`src/rtl/ddr_console_sink.sv`:
```
// Display-side sink for the eLC-3 DDR/DSR pair: buffers CPU writes in a small FIFO
// and shows each character on the display output for a fixed hold window.
module ddr_console_sink #(
    parameter int DEPTH       = 4,
    parameter int HOLD_CYCLES = 50000000
) (
    input  logic        Clk,
    input  logic        Reset_N,
    input  logic        DDR_Write,
    input  logic [15:0] DDR_Data,
    input  logic        Flush,
    output logic        DSR_Ready,
    output logic [15:0] Display_Out,
    output logic        Display_Valid,
    output logic        Overflow,
    output logic [15:0] Char_Count
);

    localparam int AW = $clog2(DEPTH);
    localparam int HW = (HOLD_CYCLES > 1) ? $clog2(HOLD_CYCLES) : 1;
    localparam logic [AW:0]   FULL_CNT  = (AW+1)'(DEPTH);
    localparam logic [HW-1:0] HOLD_LOAD = HW'(HOLD_CYCLES - 1);

    typedef enum logic {IDLE, SHOW} state_t;

    logic [15:0]   mem_q [DEPTH];
    logic [AW-1:0] wr_ptr_q, wr_ptr_d, rd_ptr_q, rd_ptr_d;
    logic [AW:0]   count_q, count_d;
    state_t        state_q, state_d;
    logic [HW-1:0] hold_q, hold_d;
    logic [15:0]   disp_q, disp_d;
    logic          valid_q, valid_d;
    logic          ovf_q, ovf_d;
    logic [15:0]   chars_q, chars_d;
    logic          full, pop, push;

    always_comb begin
        full = (count_q == FULL_CNT);
        // A pop happens whenever the display is free for a new character this cycle.
        pop  = !Flush && (count_q != '0) && ((state_q == IDLE) || (hold_q == '0));
        push = DDR_Write && !Flush && (!full || pop);

        wr_ptr_d = wr_ptr_q;
        rd_ptr_d = rd_ptr_q;
        count_d  = count_q;
        state_d  = state_q;
        hold_d   = hold_q;
        disp_d   = disp_q;
        valid_d  = valid_q;
        chars_d  = chars_q;
        ovf_d    = ovf_q | (DDR_Write && !Flush && full && !pop);

        if (Flush) begin
            wr_ptr_d = '0;
            rd_ptr_d = '0;
            count_d  = '0;
        end else begin
            if (push) wr_ptr_d = wr_ptr_q + AW'(1);
            if (pop)  rd_ptr_d = rd_ptr_q + AW'(1);
            case ({push, pop})
                2'b10:   count_d = count_q + (AW+1)'(1);
                2'b01:   count_d = count_q - (AW+1)'(1);
                default: count_d = count_q;
            endcase
        end

        if (pop) begin
            disp_d  = mem_q[rd_ptr_q];
            valid_d = 1'b1;
            hold_d  = HOLD_LOAD;
            chars_d = chars_q + 16'd1;
            state_d = SHOW;
        end else if (state_q == SHOW) begin
            if (hold_q != '0) begin
                hold_d = hold_q - HW'(1);
            end else begin
                valid_d = 1'b0;
                state_d = IDLE;
            end
        end
    end

    always_ff @(posedge Clk or negedge Reset_N) begin
        if (!Reset_N) begin
            wr_ptr_q <= '0;
            rd_ptr_q <= '0;
            count_q  <= '0;
            state_q  <= IDLE;
            hold_q   <= '0;
            disp_q   <= 16'h0000;
            valid_q  <= 1'b0;
            ovf_q    <= 1'b0;
            chars_q  <= 16'h0000;
        end else begin
            wr_ptr_q <= wr_ptr_d;
            rd_ptr_q <= rd_ptr_d;
            count_q  <= count_d;
            state_q  <= state_d;
            hold_q   <= hold_d;
            disp_q   <= disp_d;
            valid_q  <= valid_d;
            ovf_q    <= ovf_d;
            chars_q  <= chars_d;
        end
    end

    // Storage needs no reset: the count guards every read.
    always_ff @(posedge Clk) begin
        if (push) mem_q[wr_ptr_q] <= DDR_Data;
    end

    assign DSR_Ready     = Reset_N && (count_q < FULL_CNT);
    assign Display_Out   = disp_q;
    assign Display_Valid = valid_q;
    assign Overflow      = ovf_q;
    assign Char_Count    = chars_q;

endmodule

```
`config.mk`:
```
export PLATFORM = sky130hd
export DESIGN_NAME = ddr_console_sink
export DESIGN_NICKNAME = d
export VERILOG_FILES = /design/src/rtl/ddr_console_sink.sv
export SDC_FILE = /design/constraint.sdc
export NUM_CORES = 1
export LEC_CHECK = 0
export CORE_MARGIN = 2
export CORE_UTILIZATION = 60
export CTS_CLUSTER_SIZE = 16
export DETAILED_ROUTE_END_ITERATION = 10
export PLACE_DENSITY = 0.83
export RECOVER_POWER = 25
export SYNTH_ARGS = -nofsm -noshare
export SYNTH_HDL_FRONTEND = slang
export SYNTH_SLANG_ARGS = --single-unit
export TNS_END_PERCENT = 10
```
`constraint.sdc`:
```
create_clock -name Clk -period 4.45 [get_ports Clk]
set_input_delay 0.6675 -clock Clk [delete_from_list [all_inputs] [get_ports Clk]]
set_output_delay 0.6675 -clock Clk [all_outputs]
set_load 0.01 [all_outputs]
```
==> results of run 1 <==
[cell type report]
class                      count  share of cell area
inverter                      11            0.005974
tap                          129             0.02335
multi-input combinational    285              0.2860
clock buffer                  17             0.05992
sequential                   132              0.5243
clock inverter                15             0.01919
timing repair buffer          58             0.08128
[per-stage QoR]
step | util | hold slack (ns) | setup slack (ns) | power (uW)
2_1_floorplan | - | 0.3719 | 1.499 | 1870
3_3_place_gp | 0.6892 | 0.4584 | 1.428 | 2086
3_5_place_dp | 0.6892 | 0.4624 | 1.253 | 2121
4_1_cts | 0.7484 | 0.4031 | 1.207 | 3406
5_1_grt | 0.7480 | 0.4842 | 0.8543 | 3535
6_report | 0.7480 | 0.4697 | 1.166 | 3389
[cell usage after synthesis (8+ instances only)]
library cell and count:
nand2_1 70, dfrtp_1 68, edfxtp_1 64, nor2_1 26
xnor2_1 22, nor3_1 20, o21ai_0 20, a21oi_1 19
mux4_2 16, nand3_1 13, inv_1 10, clkbuf_1 8
[worst register-to-register path, delay by kind of cell (launching register included)]
kind	cells	cell delay, ns
flip-flops	1	0.42
AND/OR/NAND/NOR	5	1.30
AO/OA/AOI/OAI	3	0.65
buffers and inverters	1	0.30
adder cells (fa/ha/maj)	1	0.49
[kinds of logic after synthesis]
family                     after synthesis  share of synthesized area
DFF                                    132                     0.6320
buffers and inverters                   29                    0.02313
muxes                                   17                    0.06460
xor gates and xnor gates                27                    0.04125
adders and majority gates                7                    0.01659
and+or+nand+nor                        171                     0.1528
AOI/OAI and AO/OA                       63                    0.06962
[layout by cell type (no fill, tap or decap), drive strengths merged, types with 4 or more instances in the layout]
cell type	netlist	layout
nor4	7	7
inv	11	14
xor2	5	5
dfrtp	68	68
a31oi	5	5
or3	4	4
xnor2	22	22
nand2	72	72
clkinv	0	9
dlygate4sd3	0	16
a21oi	19	19
and2	5	5
clkdlybuf4s50	0	37
o31ai	4	4
ha	6	6
o21ai	23	23
mux4	16	16
nand4	5	5
edfxtp	64	64
nor3	21	21
nor2	28	28
nand3	13	13
and3	4	4
clkbuf	8	19
[power by group]
| group | switching [uW] | leakage, uW | internal (uW) |
|---|---|---|---|
| clock | 537 | 0.000264 | 742 |
| combinational | 248 | 0.000917 | 254 |
| sequential | 160 | 0.00145 | 1450 |
| total | 945 | 0.00263 | 2440 |
[path summary, 6_finish.rpt]
check,slack [ns],from,to,cells past startpoint
worst max-delay path,1.17,hold_q[9],count_q[1],10
worst min-delay path,0.47,Char_Count[15],Char_Count[15],1
worst max register to register,1.17,hold_q[9],count_q[1],10
worst min register to register,0.47,Char_Count[15],Char_Count[15],1
max in group asynchronous,2.65,Reset_N,hold_q[6],2
min in group asynchronous,0.75,Reset_N,count_q[1],2
[per-layer routing]
layer / vias up / share of wire
met5: - / 0
met2: 108 / 0.52
met4: 0 / 0.016
li1: 1743 / -
met1: 1884 / 0.42
met3: 21 / 0.050
[registers in the layout, indices dropped and copies added (netlist names)]
register / count
rd_ptr_q: 2
count_q: 3
Char_Count: 16
Overflow: 1
wr_ptr_q: 2
Display_Out: 16
hold_q: 26
mem_q: 64
Display_Valid: 1
state_q: 1
==> summary.md, run 1 <==
| Metric | Value |
|---|---|
| EDFF count, synth | `64` |
| Die span in y | `101.8 um` |
| Finished Layout Cells | `647` |
| Rows | `35` |
| Final ANT Viol Nets | `0` |
| Sum Neg Setup Slack | `0 ns` |
| Min-Delay Path Class | `flop to flop` |
| Total wire length | `12.14 mm` |
| Status | `finished with violations` |
| Crit-path slowest cell | `nor3_1` |
| Crit path DAT | `3.68 ns` |
| Synth area leader | `edfxtp_1` |
| Area contributors post-synth | `edfxtp_1 (34%), dfrtp_1 (30%), mux4_2 (6.3%)` |
| Clk buf depth | `2` |
| Critical path, cell by cell | `nor3_1 -> nand3_1 -> o31ai_4 -> buf_4 -> nand2_2 -> nor2_1 -> fa_1 -> nor4b_2 -> a41oi_1 -> a211oi_2` |
| Reg clk slew, reported paths | `0.06 ns` |
| Yosys warns | `0` |
| Placed cell count | `615` |
| Buffers & Inverters on Critical Path | `1` |
| Via density | `5.805` |
| Die Wd | `101.8 um` |
| Clk_skew | `0.008129 ns` |
| Register area | `3623 sq um` |
| Final count of negative-setup-slack endpoints | `0` |
| Post-synthesis register bit count | `132` |
| CP Launch Type | `flop` |
| Placer Congestion | `0.8925` |
| Met1 usage | `0.3302` |
| Worst Setup End Kind | `flop` |
| Antenna violations before repair | `0` |
| Hold Vio Cnt, Final | `0` |
| Io pins | `55` |
| Initial Util | `0.6204` |
| Global route hottest layer | `met2` |
| Leak | `0.002626 uW` |
| CTS tree | `built` |
| Root buf cell | `clkbuf_8` |
| Number of port buffers | `54` |
| Peak supply drop | `0.0003494 V` |
| Post-CTS Hold Buffers | `0` |
| GRT met3 Usage | `0.06832` |
| Clock Latency Late Sink | `0.53 ns` |
| Filler cell count | `538` |
| Wire length per cell | `18.76 um` |
| Sinks on Clock Net | `132` |
| Mapped Area | `5733 sq um` |
| Synthesized instance count | `446` |
| Multi-input logic area | `1977 sq um` |
| Worst-path fanout max | `20` |
| Final slew viol count | `69` |
| Gr ovfl total | `0` |
| Final worst path period share | `0.7381` |
| DR vias | `3756` |
| Initial DRC Count | `270` |
| Post_cts resized | `0` |
| Vias in the first global route | `3866` |
| Minimum clock period | `3.284 ns` |
| Register area share after synthesis | `0.6320` |
| Power Density | `490.3 nW/um^2` |
| Core region area | `9240 sq um` |
| Met2 GRT Util | `0.4211` |
| FFs w/ async S/R, synth | `0.5152` |
| Fmax | `0.3045 GHz` |
| Area after DPL | `6369 sq um` |
| Layout cells sized above 1 | `0.1293` |
| Global Route Usage Sum | `0.2561` |
| CP delay by family, top | `simple AND/OR/NAND/NOR gates` |
| Max incr delay on CP | `0.60 ns` |
| Critical path type | `flop to flop` |
| Synth-to-layout area growth | `20.56%` |
| Setup bufs post-CTS | `0` |
| DRC viols | `0` |
| Area share of the largest cell type after synthesis | `0.3352` |
| Die footprint | `10350 sq um` |
| Worst rel slew slack | `-0.1505` |
| Main synth FF type | `dfrtp_1` |
| Final nets | `532` |
| DP Wirelength | `7.394 mm` |
| Slew @ Worst Pin | `1.726 ns` |
| Diode count | `0` |
| Pin count of the biggest net entering global routing | `69` |
| Final instance area | `6912 sq um` |
| First-pass GRT wire length | `19.59 mm` |
| RSZ-0062 raised after global routing | `false` |
| Drt first pass iters | `5` |
| Synth cell types | `56` |
| Failing checks | `max-capacitance violations, max-slew violations` |
| Required @ worst endpoint | `4.85 ns` |
| Avg Cell Area, Syn | `12.85 sq um` |
| H-tree depth | `4` |
| Max-cap violations | `1` |
| TritonCTS Buffers | `17` |
| Syn Nets | `473` |
No activity file was read; power rests on OpenSTA's default activity.
==> inputs of run 2 (changes only) <==
--- a/config.mk
+++ b/config.mk
@@ -6,10 +6,10 @@
 export NUM_CORES = 1
 export LEC_CHECK = 0
 export CORE_MARGIN = 2
-export CORE_UTILIZATION = 60
+export CORE_UTILIZATION = 51
 export CTS_CLUSTER_SIZE = 16
 export DETAILED_ROUTE_END_ITERATION = 10
-export PLACE_DENSITY = 0.83
+export PLACE_DENSITY = 0.75
 export RECOVER_POWER = 25
 export SYNTH_ARGS = -nofsm -noshare
 export SYNTH_HDL_FRONTEND = slang
==> constraint.sdc (replaced) <==
create_clock -name Clk -period 2.68 [get_ports Clk]
set_input_delay 0.402 -clock Clk [delete_from_list [all_inputs] [get_ports Clk]]
set_output_delay 0.402 -clock Clk [all_outputs]
set_load 0.01 [all_outputs]
==> run 2 against run 1 <==
The flow still finishes with violations (max-capacitance violations, max-slew violations). Non-clock buffer count up 25. Utilization down 8.6 points. Cell count up 5.6%. Sequential power up 65%. Clock skew about the same. Register-to-register slack worse by 1.1 ns. Sequential share of layout area down 2.1 points. Wire length up 1.0%. Design area up 4.2%. Count of clock-buffer cells in the layout up 2. Largest power group unchanged. Highest routed layer unchanged.
==> summary.md, run 2 (same netlist as run 1, synthesis figures left out) <==
| Metric | Value |
|---|---|
| Clk buf depth | `2 (unchanged)` |
| TritonCTS Buffers | `17 (unchanged)` |
| Final instance area | `7204 sq um (was 6912 sq um)` |
| Max-cap violations | `1 (unchanged)` |
| Min-delay src | `hold_q[25] (was Char_Count[15])` |
| Initial Util | `0.5265 (was 0.6204)` |
| Die span in y | `110.0 um (was 101.8 um)` |
| Drt first pass iters | `4 (was 5)` |
| Clock power share | `0.367 (was 0.377)` |
| Rows | `38 (was 35)` |
| Critical path type | `flop to flop (unchanged)` |
| Clock Latency Late Sink | `0.53 ns (about the same)` |
| Required @ worst endpoint | `3.08 ns (was 4.85 ns)` |
| Worst Setup End Kind | `flop (unchanged)` |
| Total wire length | `12.26 mm (was 12.14 mm)` |
| Worst r2r src | `hold_q[1] (was hold_q[9])` |
| Sum Neg Setup Slack | `0 ns (unchanged)` |
| Peak supply drop | `0.0005647 V (was 0.0003494 V)` |
| Die footprint | `12110 sq um (was 10350 sq um)` |
| Pin count of the biggest net entering global routing | `69 (unchanged)` |
| Final worst path period share | `0.9632 (was 0.7381)` |
| Die Wd | `110.0 um (was 101.8 um)` |
| Worst rel slew slack | `-0.1851 (was -0.1505)` |
| Antenna violations before repair | `0 (unchanged)` |
| Critical path, cell by cell | `inv_1 -> ha_4 -> or3b_4 -> o31ai_4 -> nand2_2 -> nor2_4 -> fa_1 -> nor4b_2 -> a41oi_1 -> a211oi_2 (was nor3_1 -> nand3_1 -> o31ai_4 -> buf_4 -> nand2_2 -> nor2_1 -> fa_1 -> nor4b_2 -> a41oi_1 -> a211oi_2)` |
| Synth-to-layout area growth | `25.67% (was 20.56%)` |
| Initial DRC Count | `255 (was 270)` |
| DR vias | `3823 (was 3756)` |
| Crit-path slowest cell | `fa_1 (was nor3_1)` |
| Commonest non-fill, non-tap cells in the layout | `nand2_1 (70), dfrtp_1 (68), edfxtp_1 (64) (unchanged)` |
| Area after DPL | `6629 sq um (was 6369 sq um)` |
| Power Density | `790.8 nW/um^2 (was 490.3 nW/um^2)` |
| First-pass GRT wire length | `19.56 mm (was 19.59 mm)` |
| Finished Layout Cells | `683 (was 647)` |
| Diode count | `0 (unchanged)` |
| CTS tree | `built (unchanged)` |
| DRC viols | `0 (unchanged)` |
| Final worst-path setup slack | `0.09870 ns (was 1.166 ns)` |
| Reg clk slew, reported paths | `0.06 ns (about the same)` |
| Hold Vio Cnt, Final | `0 (unchanged)` |
| Worst Setup Slack post-DPL | `0.05973 ns (was 1.253 ns)` |
| Global Route Usage Sum | `0.2202 (was 0.2561)` |
| Biggest regs | `mem_q: 64 flops, hold_q: 26 flops (unchanged)` |
| Core region area | `10890 sq um (was 9240 sq um)` |
| Final nets | `557 (was 532)` |
| Sinks on Clock Net | `132 (unchanged)` |
| H-tree depth | `4 (unchanged)` |
| Leak | `0.002766 uW (was 0.002626 uW)` |
| Reg2Reg Depth | `10 (unchanged)` |
| Reg power frac | `0.466 (was 0.475)` |
| Logic pwr share | `0.168 (was 0.148)` |
| Final slew viol count | `69 (unchanged)` |
| Max incr delay on CP | `0.42 ns (was 0.60 ns)` |
| RSZ-0062 raised after global routing | `false (unchanged)` |
| Cell-internal power | `4134 uW (was 2444 uW)` |
| Placer Congestion | `0.8405 (was 0.8925)` |
| Commonest non-fill, non-tap cell in the layout | `nand2_1 (unchanged)` |
| Min-Delay Path Class | `flop to flop (unchanged)` |
| Gr ovfl total | `0 (unchanged)` |
| Minimum clock period | `2.581 ns (was 3.284 ns)` |
| Largest register FFs | `64 (unchanged)` |
| Final ANT Viol Nets | `0 (unchanged)` |
| Final count of negative-setup-slack endpoints | `0 (unchanged)` |
| Number of port buffers | `54 (unchanged)` |
| Root buf cell | `clkbuf_8 (unchanged)` |
| CP Launch Type | `flop (unchanged)` |
| Status | `finished with violations (unchanged)` |
| Flop2flop setup slack | `0.1 ns (was 1.17 ns)` |
| Clk_skew | `0.007838 ns (was 0.008129 ns)` |
| Worst-path fanout max | `4 (was 20)` |
| Via density | `5.597 (was 5.805)` |
| Io pins | `55 (unchanged)` |
| Slew @ Worst Pin | `1.778 ns (was 1.726 ns)` |
| Fmax | `0.3874 GHz (was 0.3045 GHz)` |
| Crit path DAT | `2.99 ns (was 3.68 ns)` |
| Placed cell count | `648 (was 615)` |
| Psw | `1563 uW (was 944.7 uW)` |
| Wire length per cell | `17.95 um (was 18.76 um)` |
| Register bank with the most flops | `mem_q (unchanged)` |
| Sw Ratio | `0.2743 (was 0.2787)` |
| DP Wirelength | `7.790 mm (was 7.394 mm)` |
| Post-layout util | `0.6617 (was 0.7480)` |
| Failing checks | `max-capacitance violations, max-slew violations (unchanged)` |
| Layout cells sized above 1 | `0.1768 (was 0.1293)` |
| Worst Setup SP | `hold_q[1] (was hold_q[9])` |
| Hold path depth | `1 (unchanged)` |
| Vias in the first global route | `3889 (was 3866)` |
==> run 2: cell types whose count changed in the layout (fill, tap and decap cells not counted), moves of 2 or more <==
cell	previous run	this run
buf_4	3	23
inv_6	3	1
buf_12	0	5
clkbuf_1	1	3
clkinv_2	2	4
==> run 2: final cells by class <==
class                   instances  area (sq um)
well taps                     140         175.2
clock buffers                  19         421.7
repair buffers                 83         812.0
flip-flops and latches        132          3623
clock inverters                13         112.6
fillers                       781          3684
inverters                      11         41.29
multi-input cells             285          2018
==> run 2: what timing repair did <==
action	CTS	global route
resized for setup	0	4
hold buffers	0	0
endpoints found under the setup margin	0	71
buffers inserted	0	3
==> run 2: worst paths after layout <==
| check | endpoint |
|---|---|
| min | hold_q[25] |
| max | count_q[1] |
| min reg2reg | hold_q[25] |
| min in group asynchronous | Display_Out[15] |
| max in group asynchronous | Display_Out[0] |
| max reg2reg | count_q[1] |
==> run 2: metrics by stage <==
step / total power (uW) / hold slack [ns]
6_report: 5697 / 0.4706
3_3_place_gp: 3551 / 0.4595
4_1_cts: 5709 / 0.1403
3_5_place_dp: 3604 / 0.4627
2_1_floorplan: 3116 / 0.1064
5_1_grt: 5968 / 0.4963
==> run 2: power groups by stage <==
stage	Clock, uW	Sequential [uW]	Combinational [uW]
2_1_floorplan	0	2700	421
3_3_place_gp	0	2660	889
3_5_place_dp	0	2680	919
4_1_cts	2120	2650	933
5_1_grt	2210	2690	1060
6_report	2090	2650	957
==> run 2: worst max-delay path: cells and delay by family, from the launching register on <==
kind            cells  cell delay [ns]
compound gates      3             0.59
simple gates        4             0.79
fa+ha+maj           2             0.56
flops               1             0.40
buf+inv             1             0.10
==> run 2: per-layer routing <==
metal  global-route usage  share of wire  up-vias
li1                     -              -     1795
met1               0.2728           0.43     1929
met2               0.3694           0.52       84
met3              0.06349          0.043       15
met4              0.07866          0.011        0
met5                    0              0        -
==> inputs of run 3 (changes only) <==
--- a/config.mk
+++ b/config.mk
@@ -6,10 +6,10 @@
 export NUM_CORES = 1
 export LEC_CHECK = 0
 export CORE_MARGIN = 2
-export CORE_UTILIZATION = 51
+export CORE_UTILIZATION = 44
 export CTS_CLUSTER_SIZE = 16
 export DETAILED_ROUTE_END_ITERATION = 10
-export PLACE_DENSITY = 0.75
+export PLACE_DENSITY = 0.66
 export RECOVER_POWER = 25
 export SYNTH_ARGS = -nofsm -noshare
 export SYNTH_HDL_FRONTEND = slang
==> run 3 against run 2 <==
The run still ends with max-capacitance violations, max-slew violations left. Utilization shrank 9.1 points. Die area grew 15%. Worst setup slack got worse by 0.029 ns. Clock power rose by 5%. Wire length shrank 2.7%. Global-route usage down 3.3 points. Worst hold slack gained 0.0071 ns. Design area up 0.42%. Largest power group unchanged.
==> summary.md, run 3 (same netlist as run 1, synthesis figures left out) <==
| Metric | Value |
|---|---|
| Min-delay src | `Display_Out[6] (was hold_q[25])` |
| Drt first pass iters | `4 (unchanged)` |
| Diode count | `0 (unchanged)` |
| Placer Congestion | `0.8478 (was 0.8405)` |
| Vias in the first global route | `3975 (was 3889)` |
| Logic pwr share | `0.161 (was 0.168)` |
| Critical path, cell by cell | `inv_1 -> ha_2 -> or3b_4 -> o31ai_4 -> nand2_2 -> nor2_4 -> fa_2 -> nor4b_2 -> a41oi_1 -> a211oi_2 (was inv_1 -> ha_4 -> or3b_4 -> o31ai_4 -> nand2_2 -> nor2_4 -> fa_1 -> nor4b_2 -> a41oi_1 -> a211oi_2)` |
| Number of port buffers | `54 (unchanged)` |
| Biggest regs | `mem_q: 64 flops, hold_q: 26 flops (unchanged)` |
| Reg2Reg Depth | `10 (unchanged)` |
| Final slew viol count | `69 (unchanged)` |
| Fmax | `0.3830 GHz (was 0.3874 GHz)` |
| Worst rel slew slack | `-0.1557 (was -0.1851)` |
| Rows | `41 (was 38)` |
| H-tree depth | `4 (unchanged)` |
| Peak supply drop | `0.0005779 V (was 0.0005647 V)` |
| Required @ worst endpoint | `2.98 ns (was 3.08 ns)` |
| Hold Path End | `Display_Out[6] (was hold_q[25])` |
| Reg power frac | `0.459 (was 0.466)` |
| Final ANT Viol Nets | `0 (unchanged)` |
| Via density | `5.296 (was 5.597)` |
| Total wire length | `11.93 mm (was 12.26 mm)` |
| DP Wirelength | `7.861 mm (was 7.790 mm)` |
| Final worst path period share | `0.9741 (was 0.9632)` |
| Sinks on Clock Net | `132 (unchanged)` |
| Post-layout util | `0.5709 (was 0.6617)` |
| Synth-to-layout area growth | `26.19% (was 25.67%)` |
| Root buf cell | `clkbuf_16 (was clkbuf_8)` |
| Max-cap violations | `1 (unchanged)` |
| Clock Latency Late Sink | `0.42 ns (was 0.53 ns)` |
| Register bank with the most flops | `mem_q (unchanged)` |
| Final nets | `555 (was 557)` |
| Layout cells sized above 1 | `0.1774 (was 0.1768)` |
| Min Hold Slack | `0.4776 ns (was 0.4706 ns)` |
| Flop2flop setup slack | `0.07 ns (was 0.1 ns)` |
| Die Wd | `118.1 um (was 110.0 um)` |
| Minimum clock period | `2.611 ns (was 2.581 ns)` |
| Global Route Usage Sum | `0.1869 (was 0.2202)` |
| Reg clk slew, reported paths | `0.06 ns (about the same)` |
| Filler cell count | `1036 (was 781)` |
| Status | `finished with violations (unchanged)` |
| Largest register FFs | `64 (unchanged)` |
| Io pins | `55 (unchanged)` |
| Clk_skew | `0.007505 ns (was 0.007838 ns)` |
| Gr ovfl total | `0 (unchanged)` |
| RSZ-0062 raised after global routing | `true (was false)` |
| Hold Vio Cnt, Final | `0 (unchanged)` |
| Initial DRC Count | `290 (was 255)` |
| Commonest non-fill, non-tap cells in the layout | `nand2_1 (70), dfrtp_1 (68), edfxtp_1 (64) (unchanged)` |
| DR vias | `3776 (was 3823)` |
| Post-CTS Hold Buffers | `0 (unchanged)` |
| Die footprint | `13960 sq um (was 12110 sq um)` |
| Power Density | `797.0 nW/um^2 (was 790.8 nW/um^2)` |
| TritonCTS Buffers | `17 (unchanged)` |
| Clk buf depth | `2 (unchanged)` |
| Hold path depth | `2 (was 1)` |
| Core region area | `12670 sq um (was 10890 sq um)` |
| Commonest non-fill, non-tap cell in the layout | `nand2_1 (unchanged)` |
| Clock power share | `0.380 (was 0.367)` |
| Sum Neg Setup Slack | `0 ns (unchanged)` |
| Worst r2r src | `hold_q[1] (unchanged)` |
| Die span in y | `118.1 um (was 110.0 um)` |
| Min-Delay Path Class | `flop to flop (unchanged)` |
| Cell-internal power | `4183 uW (was 4134 uW)` |
| Leak | `0.002755 uW (was 0.002766 uW)` |
| Final count of negative-setup-slack endpoints | `0 (unchanged)` |
| Failing checks | `max-capacitance violations, max-slew violations (unchanged)` |
| Slew @ Worst Pin | `1.734 ns (was 1.778 ns)` |
| Wire length per cell | `16.74 um (was 17.95 um)` |
| First-pass GRT wire length | `20.18 mm (was 19.56 mm)` |
| Antenna violations before repair | `0 (unchanged)` |
| Multi-input logic area | `2011 sq um (was 2018 sq um)` |
| Psw | `1583 uW (was 1563 uW)` |
| Worst Setup End Kind | `flop (unchanged)` |
| Critical path type | `flop to flop (unchanged)` |
| Max incr delay on CP | `0.48 ns (was 0.42 ns)` |
| CP Launch Type | `flop (unchanged)` |
| Sw Ratio | `0.2746 (was 0.2743)` |
| CTS tree | `built (unchanged)` |
| Register area | `3623 sq um (unchanged)` |
| Initial Util | `0.4525 (was 0.5265)` |
| Worst-path fanout max | `4 (unchanged)` |
| Crit-path slowest cell | `fa_2 (was fa_1)` |
| Crit path DAT | `2.91 ns (was 2.99 ns)` |
| Pin count of the biggest net entering global routing | `69 (unchanged)` |
| DRC viols | `0 (unchanged)` |
| Worst R2R End | `count_q[1] (unchanged)` |
## run 3: changes by cell type in the layout (fill, tap and decap cells not counted), sizes merged
cell      change
buf           -2
clkinv        -4
inv           +3
clkinvlp      +1
## run 3: through the flow
step / setup WS (ns) / instances / power (uW) / cell area (sq um)
6_report: 0.06934 / 713 / 5766 / 7234
5_1_grt: -0.04255 / 713 / 6051 / 7234
4_1_cts: 0.03645 / 713 / 5810 / 7223
3_5_place_dp: 0.04682 / 681 / 3608 / 6664
3_3_place_gp: 0.1604 / 681 / 3567 / 6664
2_1_floorplan: -0.1591 / 446 / 3116 / 5772
## run 3: area by class of cell
type / count / area share
tap: 172 / 0.02975
multi-input combinational: 285 / 0.2779
clock inverter: 13 / 0.01747
sequential: 132 / 0.5009
timing repair buffer: 81 / 0.1084
clock buffer: 19 / 0.05984
inverter: 11 / 0.005707
## run 3: power groups by stage
stage	clock network, uW	registers (uW)	logic, uW
after floorplan	0	2700	421
after global placement	0	2660	909
after detailed placement	0	2680	931
after CTS	2230	2640	941
after global routing	2330	2690	1040
final	2190	2650	929
## run 3: worst max-delay path by stage
| stage | slack [ns] | cells past startpoint | startpoint | to |
|---|---|---|---|---|
| final | 0.07 | 10 | hold_q[1] | count_q[1] |
| after global routing | -0.04 | 10 | hold_q[1] | count_q[1] |
| after CTS | 0.04 | 9 | hold_q[5] | count_q[1] |
| after detailed placement | 0.05 | 9 | hold_q[5] | count_q[1] |
| after global placement | 0.16 | 10 | hold_q[1] | count_q[1] |
| after floorplan | -0.16 | 12 | hold_q[0] | count_q[1] |
## run 3: what timing repair did
item	CTS	global route
hold endpoints to repair	0	0
resized for setup	0	4
buffers inserted	0	0
endpoints found under the setup margin	0	65
## run 3: per-layer routing
layer | GRT usage | share of wire
met1 | 0.2403 | 0.44
met2 | 0.3027 | 0.49
met3 | 0.04826 | 0.053
met4 | 0.07605 | 0.020
met5 | 0 | 0
## run 3: worst max-delay path, delay by kind of cell (launching register included)
kind / cells / cell delay, ns
DFF: 1 / 0.40
AOI/OAI and AO/OA: 3 / 0.57
buffers and inverters: 1 / 0.07
adders and majority gates: 2 / 0.66
and+or+nand+nor: 4 / 0.81
